`src/rtl/rxd_sampler_fsm.sv`:
```
// rxd_sampler_fsm: UART receive controller.
// Double-flop synchronises rxd, detects the start edge, samples each bit at
// mid-period using an oversampled tick, strobes bit_idx/bit_enb downstream and
// assembles the byte locally, reporting rdy / ferr / perr as 1-clk pulses.
// Optional feature macro: PARITY_CHECK_EN (even-parity bit between data and stop).
module rxd_sampler_fsm #(
  parameter int unsigned CLK_FREQ   = 100_000_000,
  parameter int unsigned BAUD       = 9600,
  parameter int unsigned OVERSAMPLE = 16
) (
  input  logic       clk,
  input  logic       rst,
  input  logic       rxd,
  output logic [2:0] bit_idx,
  output logic       bit_enb,
  output logic       rxd_s,
  output logic [7:0] data,
  output logic       rdy,
  output logic       ferr,
  output logic       perr
);

  localparam int unsigned DIV_RAW = CLK_FREQ / (BAUD * OVERSAMPLE);
  localparam int unsigned DIV     = (DIV_RAW < 1) ? 1 : DIV_RAW;
  localparam int unsigned DW      = (DIV > 1) ? $clog2(DIV) : 1;
  localparam int unsigned TW      = $clog2(OVERSAMPLE + 1);

  localparam logic [DW-1:0] DIV_LAST = DW'(DIV - 1);
  localparam logic [TW-1:0] T_HALF   = TW'(OVERSAMPLE / 2);
  localparam logic [TW-1:0] T_FULL   = TW'(OVERSAMPLE);

  typedef enum logic [2:0] {
    S_IDLE,
    S_START,
    S_DATA,
`ifdef PARITY_CHECK_EN
    S_PARITY,
`endif
    S_STOP,
    S_BRK
  } state_t;

  state_t        state_q;
  logic          sync1_q, sync2_q, prev_q;
  logic [DW-1:0] div_cnt_q, div_cnt_d;
  logic [TW-1:0] tcnt_q, tcnt_inc;
  logic [2:0]    bit_idx_q;
  logic          bit_enb_q;
  logic [7:0]    data_sh_q;
  logic [7:0]    data_q;
  logic          rdy_q, ferr_q;
  logic          tick, start_det;
`ifdef PARITY_CHECK_EN
  logic          par_q;
  logic          perr_q;
`endif

  // Two-flop synchroniser plus one delayed copy for falling-edge detection
  always_ff @(posedge clk) begin
    if (rst) begin
      sync1_q <= 1'b1;
      sync2_q <= 1'b1;
      prev_q  <= 1'b1;
    end else begin
      sync1_q <= rxd;
      sync2_q <= sync1_q;
      prev_q  <= sync2_q;
    end
  end

  // Start-edge detect and free-running tick divider (restarted on start)
  always_comb begin
    start_det = (state_q == S_IDLE) && prev_q && !sync2_q;
    tick      = (div_cnt_q == DIV_LAST);
    tcnt_inc  = tcnt_q + TW'(1);
    div_cnt_d = div_cnt_q + DW'(1);
    if (start_det || tick) begin
      div_cnt_d = '0;
    end
  end

  // Divider count register
  always_ff @(posedge clk) begin
    if (rst) begin
      div_cnt_q <= '0;
    end else begin
      div_cnt_q <= div_cnt_d;
    end
  end

  // Receive FSM with registered outputs.
  // bit_enb is registered one clock after the sample point; bit_idx advances on
  // the clock after the strobe so that the pair stays aligned for the decoder.
  always_ff @(posedge clk) begin
    if (rst) begin
      state_q   <= S_IDLE;
      tcnt_q    <= '0;
      bit_idx_q <= '0;
      bit_enb_q <= 1'b0;
      data_sh_q <= '0;
      data_q    <= '0;
      rdy_q     <= 1'b0;
      ferr_q    <= 1'b0;
`ifdef PARITY_CHECK_EN
      par_q     <= 1'b0;
      perr_q    <= 1'b0;
`endif
    end else begin
      bit_enb_q <= 1'b0;
      rdy_q     <= 1'b0;
      ferr_q    <= 1'b0;
`ifdef PARITY_CHECK_EN
      perr_q    <= 1'b0;
`endif
      case (state_q)
        S_IDLE: begin
          tcnt_q    <= '0;
          bit_idx_q <= '0;
          if (start_det) begin
            state_q <= S_START;
          end
        end
        S_START: begin
          if (tick) begin
            if (tcnt_inc == T_HALF) begin
              tcnt_q <= '0;
              if (!sync2_q) begin
                state_q   <= S_DATA;
                bit_idx_q <= '0;
              end else begin
                state_q   <= S_IDLE;
                bit_idx_q <= '0;
              end
            end else begin
              tcnt_q <= tcnt_inc;
            end
          end
        end
        S_DATA: begin
          if (bit_enb_q && (bit_idx_q != 3'd7)) begin
            bit_idx_q <= bit_idx_q + 3'd1;
          end
          if (tick) begin
            if (tcnt_inc == T_FULL) begin
              tcnt_q               <= '0;
              bit_enb_q            <= 1'b1;
              data_sh_q[bit_idx_q] <= sync2_q;
              if (bit_idx_q == 3'd7) begin
`ifdef PARITY_CHECK_EN
                state_q <= S_PARITY;
`else
                state_q <= S_STOP;
`endif
              end
            end else begin
              tcnt_q <= tcnt_inc;
            end
          end
        end
`ifdef PARITY_CHECK_EN
        S_PARITY: begin
          if (tick) begin
            if (tcnt_inc == T_FULL) begin
              tcnt_q  <= '0;
              par_q   <= sync2_q;
              state_q <= S_STOP;
            end else begin
              tcnt_q <= tcnt_inc;
            end
          end
        end
`endif
        S_STOP: begin
          if (tick) begin
            if (tcnt_inc == T_FULL) begin
              tcnt_q <= '0;
              if (sync2_q) begin
                state_q   <= S_IDLE;
                bit_idx_q <= '0;
`ifdef PARITY_CHECK_EN
                if ((^data_sh_q) == par_q) begin
                  data_q <= data_sh_q;
                  rdy_q  <= 1'b1;
                end else begin
                  perr_q <= 1'b1;
                end
`else
                data_q <= data_sh_q;
                rdy_q  <= 1'b1;
`endif
              end else begin
                ferr_q  <= 1'b1;
                state_q <= S_BRK;
              end
            end else begin
              tcnt_q <= tcnt_inc;
            end
          end
        end
        S_BRK: begin
          if (sync2_q) begin
            state_q   <= S_IDLE;
            bit_idx_q <= '0;
          end
        end
        default: begin
          state_q <= S_IDLE;
        end
      endcase
    end
  end

  assign bit_idx = bit_idx_q;
  assign bit_enb = bit_enb_q;
  assign rxd_s   = sync2_q;
  assign data    = data_q;
  assign rdy     = rdy_q;
  assign ferr    = ferr_q;
`ifdef PARITY_CHECK_EN
  assign perr    = perr_q;
`else
  assign perr    = 1'b0;
`endif

endmodule
```
`config.mk`:
```
export PLATFORM = sky130hd
export DESIGN_NAME = rxd_sampler_fsm
export DESIGN_NICKNAME = d
export VERILOG_FILES = /design/src/rtl/rxd_sampler_fsm.sv
export SDC_FILE = /design/constraint.sdc
export NUM_CORES = 1
export LEC_CHECK = 0
export CELL_PAD_IN_SITES_DETAIL_PLACEMENT = 1
export CELL_PAD_IN_SITES_GLOBAL_PLACEMENT = 1
export CORE_ASPECT_RATIO = 0.8
export CORE_MARGIN = 3
export CORE_UTILIZATION = 45
export CTS_CLUSTER_SIZE = 20
export DETAILED_ROUTE_END_ITERATION = 7
export DONT_BUFFER_PORTS = 1
export PLACE_DENSITY_LB_ADDON = 0.25
export SKIP_LAST_GASP = 1
export SYNTH_ARGS = -nofsm -noshare
export SYNTH_HDL_FRONTEND = slang
export SYNTH_SLANG_ARGS = --single-unit
```
`constraint.sdc`:
```
create_clock -name clk -period 3.7 [get_ports clk]
set_input_delay 0.37 -clock clk [delete_from_list [all_inputs] [get_ports clk]]
set_output_delay 0.37 -clock clk [all_outputs]
set_load 0.05 [all_outputs]
```
==> run metrics <==
outcome complete, no violations; GRT met2 Usage 29.0%; dpl cell area 2130 µm²; MaxCap Viol Count 0; CP most frequent cell nand3_1; CTS tree built; critical path's slowest cell nand3_1; Clock Sinks 43; Synth-to-Final Area Change 5.24%; Max Clock Skew roughly 10 ps; core box area around 4400 µm²; clk root buf clkbuf_8; synth unique cells 54; adder-cell share of the synthesized area 3.53%; worst slew pin tran 986 ps; slew margin rel. roughly a third; H-tree depth 2; switching power approximately 340 µW; Setup Buffers After CTS 0; CP Cell Sequence ha_1, nand3_1, xnor2_1, nand3_1, o41ai_1, a21oi_1; vias in the first global route 1583; DRC 0; largest net degree at the start of global routing 37; Post-Synth Simple-Gate Area 27.7%; Flop pwr share 46.9%; Synth Area in XOR/XNOR 4.12%; Routability Congestion 0.781; minimum clock period approximately 2500 ps; mux cell area share after synthesis 6.41%; num rows 21; wire length per cell ~17 µm; Post-CTS Hold Buffers 0; DRT antenna net count 0; GRT Max-Usage Layer met2; VDD IR max 0.264 mV; Layout Nets 239; Syn Inst Count 237; CP max stage delay approximately 460 ps; largest family of logic cells by synthesized area simple AND/OR/NAND/NOR gates; Worst Setup Start Kind flop; cts bufs inserted 5; post-cts resize count 0; GR Overflow Total 0; Switching Fraction 30.4%; CTS Buffer Depth 2; Critical Path RT 3870 ps; number of buffers added on ports 0; TritonRoute pass-1 iters 4; share of layout cells above drive strength 1 10.4%; power density over cell area around 500 nW/µm²; final count of negative-setup-slack endpoints 0; GRT Overall Usage 18.1%; most common flop cell mapped by yosys dfxtp_1; Fmax 402 MHz; internal power slightly below 800 µW; clk slew on worst S/H paths 80 ps; critical path arrival 2650 ps; starting DRC count in detailed routing 49; Crit Path Category flop to flop; mapped cell area between 2000 and 2500 µm²; Comb power frac 21.0%; Syn Nets 246; asr flop ratio synth 0%; I/O pins 19; register area share after synthesis 40.5%; Mean Syn Cell Area 8.97 µm²; full die area between 5000 and 6000 µm²; synth warn 0; global-route track usage on met3 4.39%; Diodes inserted 0; Crit. End Element flop; vias per cell 5.74; first-pass GRT wire length between 8000 and 9000 µm; final wirelength 4800 µm; WHS Path Cells 1; period utilization about two thirds; Fill cells 550; Final Cell Area 2240 µm²; P_leak 0.000855 µW; HP Class primary input to flop; worst reg2reg path depth 6; dominant cell type by area after synthesis dfxtp_1; CP Max Fanout 11; initial core utilization about half; complex-gate fraction of the synthesized area 13.9%; width of the die 82.9 µm; vias post-DR 1648; Slew Limit Fails 0; top cells by area, synth dfxtp_1 40%, mux2i_1 5.2%, nor2_1 4.6%; EDFF count, synth 0; grt met1 use 24.5%; die height 67.5 µm; register bit total from synthesis 43; unrepaired setup endpoints after global routing no; clock share of power 32.0%; Synth top area share 40.5%; Fin. Hold Viols 0; post-DP HPWL 3440 µm; Final TNS setup 0 ps; initial antenna violation count 0; clk_lat worst skew 290 ps
synthesized netlist by cell type (2+ instances only):
| master | count |
|---|---|
| or2_2 | 4 |
| nand2_1 | 9 |
| a21oi_1 | 16 |
| nand3b_1 | 3 |
| nand2b_1 | 8 |
| o21ba_2 | 2 |
| and3_1 | 5 |
| clkbuf_1 | 10 |
| nor2_1 | 26 |
| nand4_1 | 4 |
| nor2b_1 | 7 |
| o31ai_1 | 2 |
| a22oi_1 | 2 |
| o22ai_1 | 2 |
| nor3_1 | 5 |
| nand3_1 | 15 |
| mux2i_1 | 11 |
| o21ai_0 | 7 |
| buf_2 | 2 |
| xnor2_1 | 4 |
| inv_1 | 3 |
| dfxtp_1 | 43 |
| ha_1 | 6 |
| nand4b_1 | 6 |
| xor2_1 | 6 |
worst paths after layout:
path | startpoint | to | slack, ps
worst max register to register | tcnt_q[0] | data_sh_q[3] | 1210
worst min register to register | sync1_q | rxd_s | 420
worst min-delay path | rst | tcnt_q[3] | 130
worst max-delay path | tcnt_q[0] | data_sh_q[3] | 1210
per-stage QoR:
step	worst slack, ps	hold slack, ps	cells	utilization [%]	total power (µW)
3_5_place_dp	1220	405	280	48.9	769
6_report	1210	133	287	51.3	1120
2_1_floorplan	1350	389	237	-	724
3_3_place_gp	1260	394	280	48.9	768
5_1_grt	880	124	287	51.3	1180
4_1_cts	1200	127	287	51.3	1120
kinds of logic after synthesis:
logic type,count (synthesis)
AND/OR/NAND/NOR,103
AO/OA/AOI/OAI,44
flip-flops,43
buffers and inverters,17
multiplexers,13
XOR/XNOR,10
adder cells (fa/ha/maj),6
other,1
worst max-delay path: cells and delay by family (launching register included):
family	cells	cell delay (ps)
AND/OR/NAND/NOR	2	610
flip-flops	1	430
AO/OA/AOI/OAI	2	560
adder cells (fa/ha/maj)	1	320
XOR/XNOR	1	440
final cells by class:
cell class	instances	area, µm²	share of cell area (%)
Inverter	3	11.3	0.503
Clock buffer	5	68.8	3.07
Clock inverter	2	37.5	1.68
Sequential cell	43	861	38.5
Tap cell	57	71.3	3.19
Multi-Input combinational cell	177	1190	53.1
state kept, by name, indices dropped and copies added, names as in the netlist:
register,count
prev_q,1
bit_idx,3
data_sh_q,8
bit_enb,1
ferr,1
state_q,3
rxd_s,1
data,8
rdy,1
sync1_q,1
div_cnt_q,10
tcnt_q,5
cell usage in the layout, fill, tap and decap left out, types with 2 or more instances in the layout:
cell type  synthesis  layout
nand4_1            4       4
nand3b_1           3       3
ha_1               6       6
clkbuf_8           0       5
dfxtp_1           43      43
nand4b_1           6       6
a22oi_1            2       2
mux2i_1           11      11
o21ba_2            2       2
nand2_1            9       9
nor3_1             5       5
a21oi_1           16      16
nor2_1            26      26
nand2b_1           8       8
nand3_1           15      15
xnor2_1            4       4
o31ai_1            2       2
o22ai_1            2       2
inv_1              3       3
nor2b_1            7       7
xor2_1             6       6
and3_1             5       5
o21ai_0            7       7
or2_2              4       4
layer usage:
metal / vias up / share of wire [%] / wire length [µm]
li1: 826 / - / -
met5: - / 0 / 0
met4: 0 / 0.85 / 41
met3: 4 / 3.8 / 184
met1: 797 / 50 / 2400
met2: 21 / 45 / 2180
power groups by stage:
stage               registers (µW)  clock network, µW  logic, µW
floorplan                      512                  0        212
global placement               535                  0        233
detailed placement             535                  0        234
CTS                            524                365        235
global route                   531                387        258
finish                         525                358        235
No activity file was read; power rests on OpenSTA's default activity.
==> RTL edit (same flow settings) <==
Build with the macro `PARITY_CHECK_EN` defined.
--- a/src/rtl/rxd_sampler_fsm.sv
+++ b/src/rtl/rxd_sampler_fsm.sv
@@ -4,4 +4,6 @@
 // assembles the byte locally, reporting rdy / ferr / perr as 1-clk pulses.
 // Optional feature macro: PARITY_CHECK_EN (even-parity bit between data and stop).
+`define PARITY_CHECK_EN
+
 module rxd_sampler_fsm #(
   parameter int unsigned CLK_FREQ   = 100_000_000,
Function: same outputs for any inputs over 10 cycles, from zero or initial values and one cycle with rst high; that may be too few to reach the edited logic, so the function may still have changed.
==> RTL edit against the unedited design <==
Utilization shrank 0.20 points; critical path depth grew 1; cell count grew 10%; sequential cell count up 2; synthesized cell count grew 10%; power grew 2.5%; cell area up 9.4%; global-route usage grew 0.87 points; worst setup slack worse by 32 ps; die area rose by 9.0%; wire length is 13% higher; synthesized area is 9.8% higher.
==> RTL edit: results (changes against the unedited design) <==
[global_routing]
globalRouteMet2Util_pct = 27.3  ; was 29.0%
grt_util_met3_pct = 4.48  ; was 4.39%
grt_pass1_wl_um = 9140  ; was 8030 um
grt_pass1_vias = 1822  ; was 1583
grt_max_degree = 36  ; was 37
grtUsageTotal_pct = 18.9  ; was 18.1%

[synth]
synth_commonest_cells = dfxtp_1, nor2_1, mux2i_1  ; was dfxtp_1, nor2_1, a21oi_1
syn_nets = 270  ; was 246
yosysSeqAreaShare_pct = 38.6  ; was 40.5%
synth_cell_types = 52  ; was 54
synth.area.top_cells = dfxtp_1, mux2i_1, nor2_1  ; unchanged

[worst_setup_path]
cpMaxStageDelayCell = nor3_4  ; was nand3_1
crit_arrival_ps = 2720  ; was 2650 ps
cp_max_fo = 8  ; was 11
critPathMaxStageDelay_ps = 570  ; was 460 ps

[status]
status = finished clean  ; unchanged

[pwr]
leakage_nw = 0.870  ; was 0.855 nW
irDropWorstVdd_v = 0.000244  ; was 0.000264 V

[place]
gp_congestion = 0.827  ; was 0.781
dp.final_hpwl_um = 3950  ; was 3440 um
dp_slack_ps = 1200  ; was 1220 ps
post_dp_cell_area_um2 = 2350  ; was 2130 um^2

[detailed_routing]
met3_wirelength_um = 200  ; was 184 um
viasPerCell = 5.91  ; was 5.74
drtIter0Drc = 113  ; was 49
drt-met1-wl_um = 2800  ; was 2400 um
met2_length_um = 2350  ; was 2180 um
routed_wl_um = 5410  ; was 4800 um

[cells_and_area]
drive_above_1_share_pct = 8.98  ; was 10.4%
fin_nets = 264  ; was 239

[timing]
skew_ps = 5.50  ; was 10.2 ps
worstMarginPinSlew_ps = 752  ; was 986 ps

-- RTL edit: through the flow --
step / total power [mW] / std cells / hold WS (ps) / utilization [%]
after global routing: 1.22 / 316 / 115 / 51.1
after detailed placement: 0.827 / 308 / 403 / 49.1
after global placement: 0.823 / 308 / 395 / 49.1
after CTS: 1.15 / 316 / 125 / 51.1
final: 1.15 / 316 / 126 / 51.1
after floorplan: 0.772 / 261 / 389 / -
-- RTL edit: kinds of logic after synthesis --
kind of cell | after synthesis | synth area share, %
and+or+nand+nor | 110 | 25.4
DFF | 45 | 38.6
AOI/OAI and AO/OA | 42 | 12.3
buffers and inverters | 20 | 3.80
xor gates and xnor gates | 19 | 8.52
muxes | 19 | 8.14
adders and majority gates | 6 | 3.21
-- RTL edit: area by class of cell --
cell class / count / area, um^2
Sequential cell: 45 / 901
Clock inverter: 2 / 13.8
Tap cell: 60 / 75.1
Timing Repair Buffer: 1 / 7.51
Multi-Input combinational cell: 196 / 1350
Fill cell: 571 / 2340
Clock buffer: 6 / 82.6
Inverter: 6 / 22.5
-- RTL edit: final timing paths --
kind | from | to | slack [ps] | cells after the start
worst min register to register | sync1_q | rxd_s | 420 | 1
worst min-delay path | rst | data[0] | 130 | 1
worst max-delay path | tcnt_q[0] | data[1] | 1180 | 7
worst max register to register | tcnt_q[0] | data[1] | 1180 | 7
-- RTL edit: power by group --
| group | total [mW] | internal [mW] | switching (mW) |
|---|---|---|---|
| sequential | 0.560 | 0.502 | 0.0575 |
| clock | 0.323 | 0.152 | 0.171 |
| combinational | 0.263 | 0.0987 | 0.164 |
| total | 1.15 | 0.752 | 0.393 |
-- RTL edit: worst register-to-register path, cell delays in order, from the launching register on --
cell	delay (ps)
dfxtp_1	490
ha_1	350
nand3_1	210
xnor2_4	280
nand4_4	200
nor3_4	570
mux2i_1	250
nor2_1	60
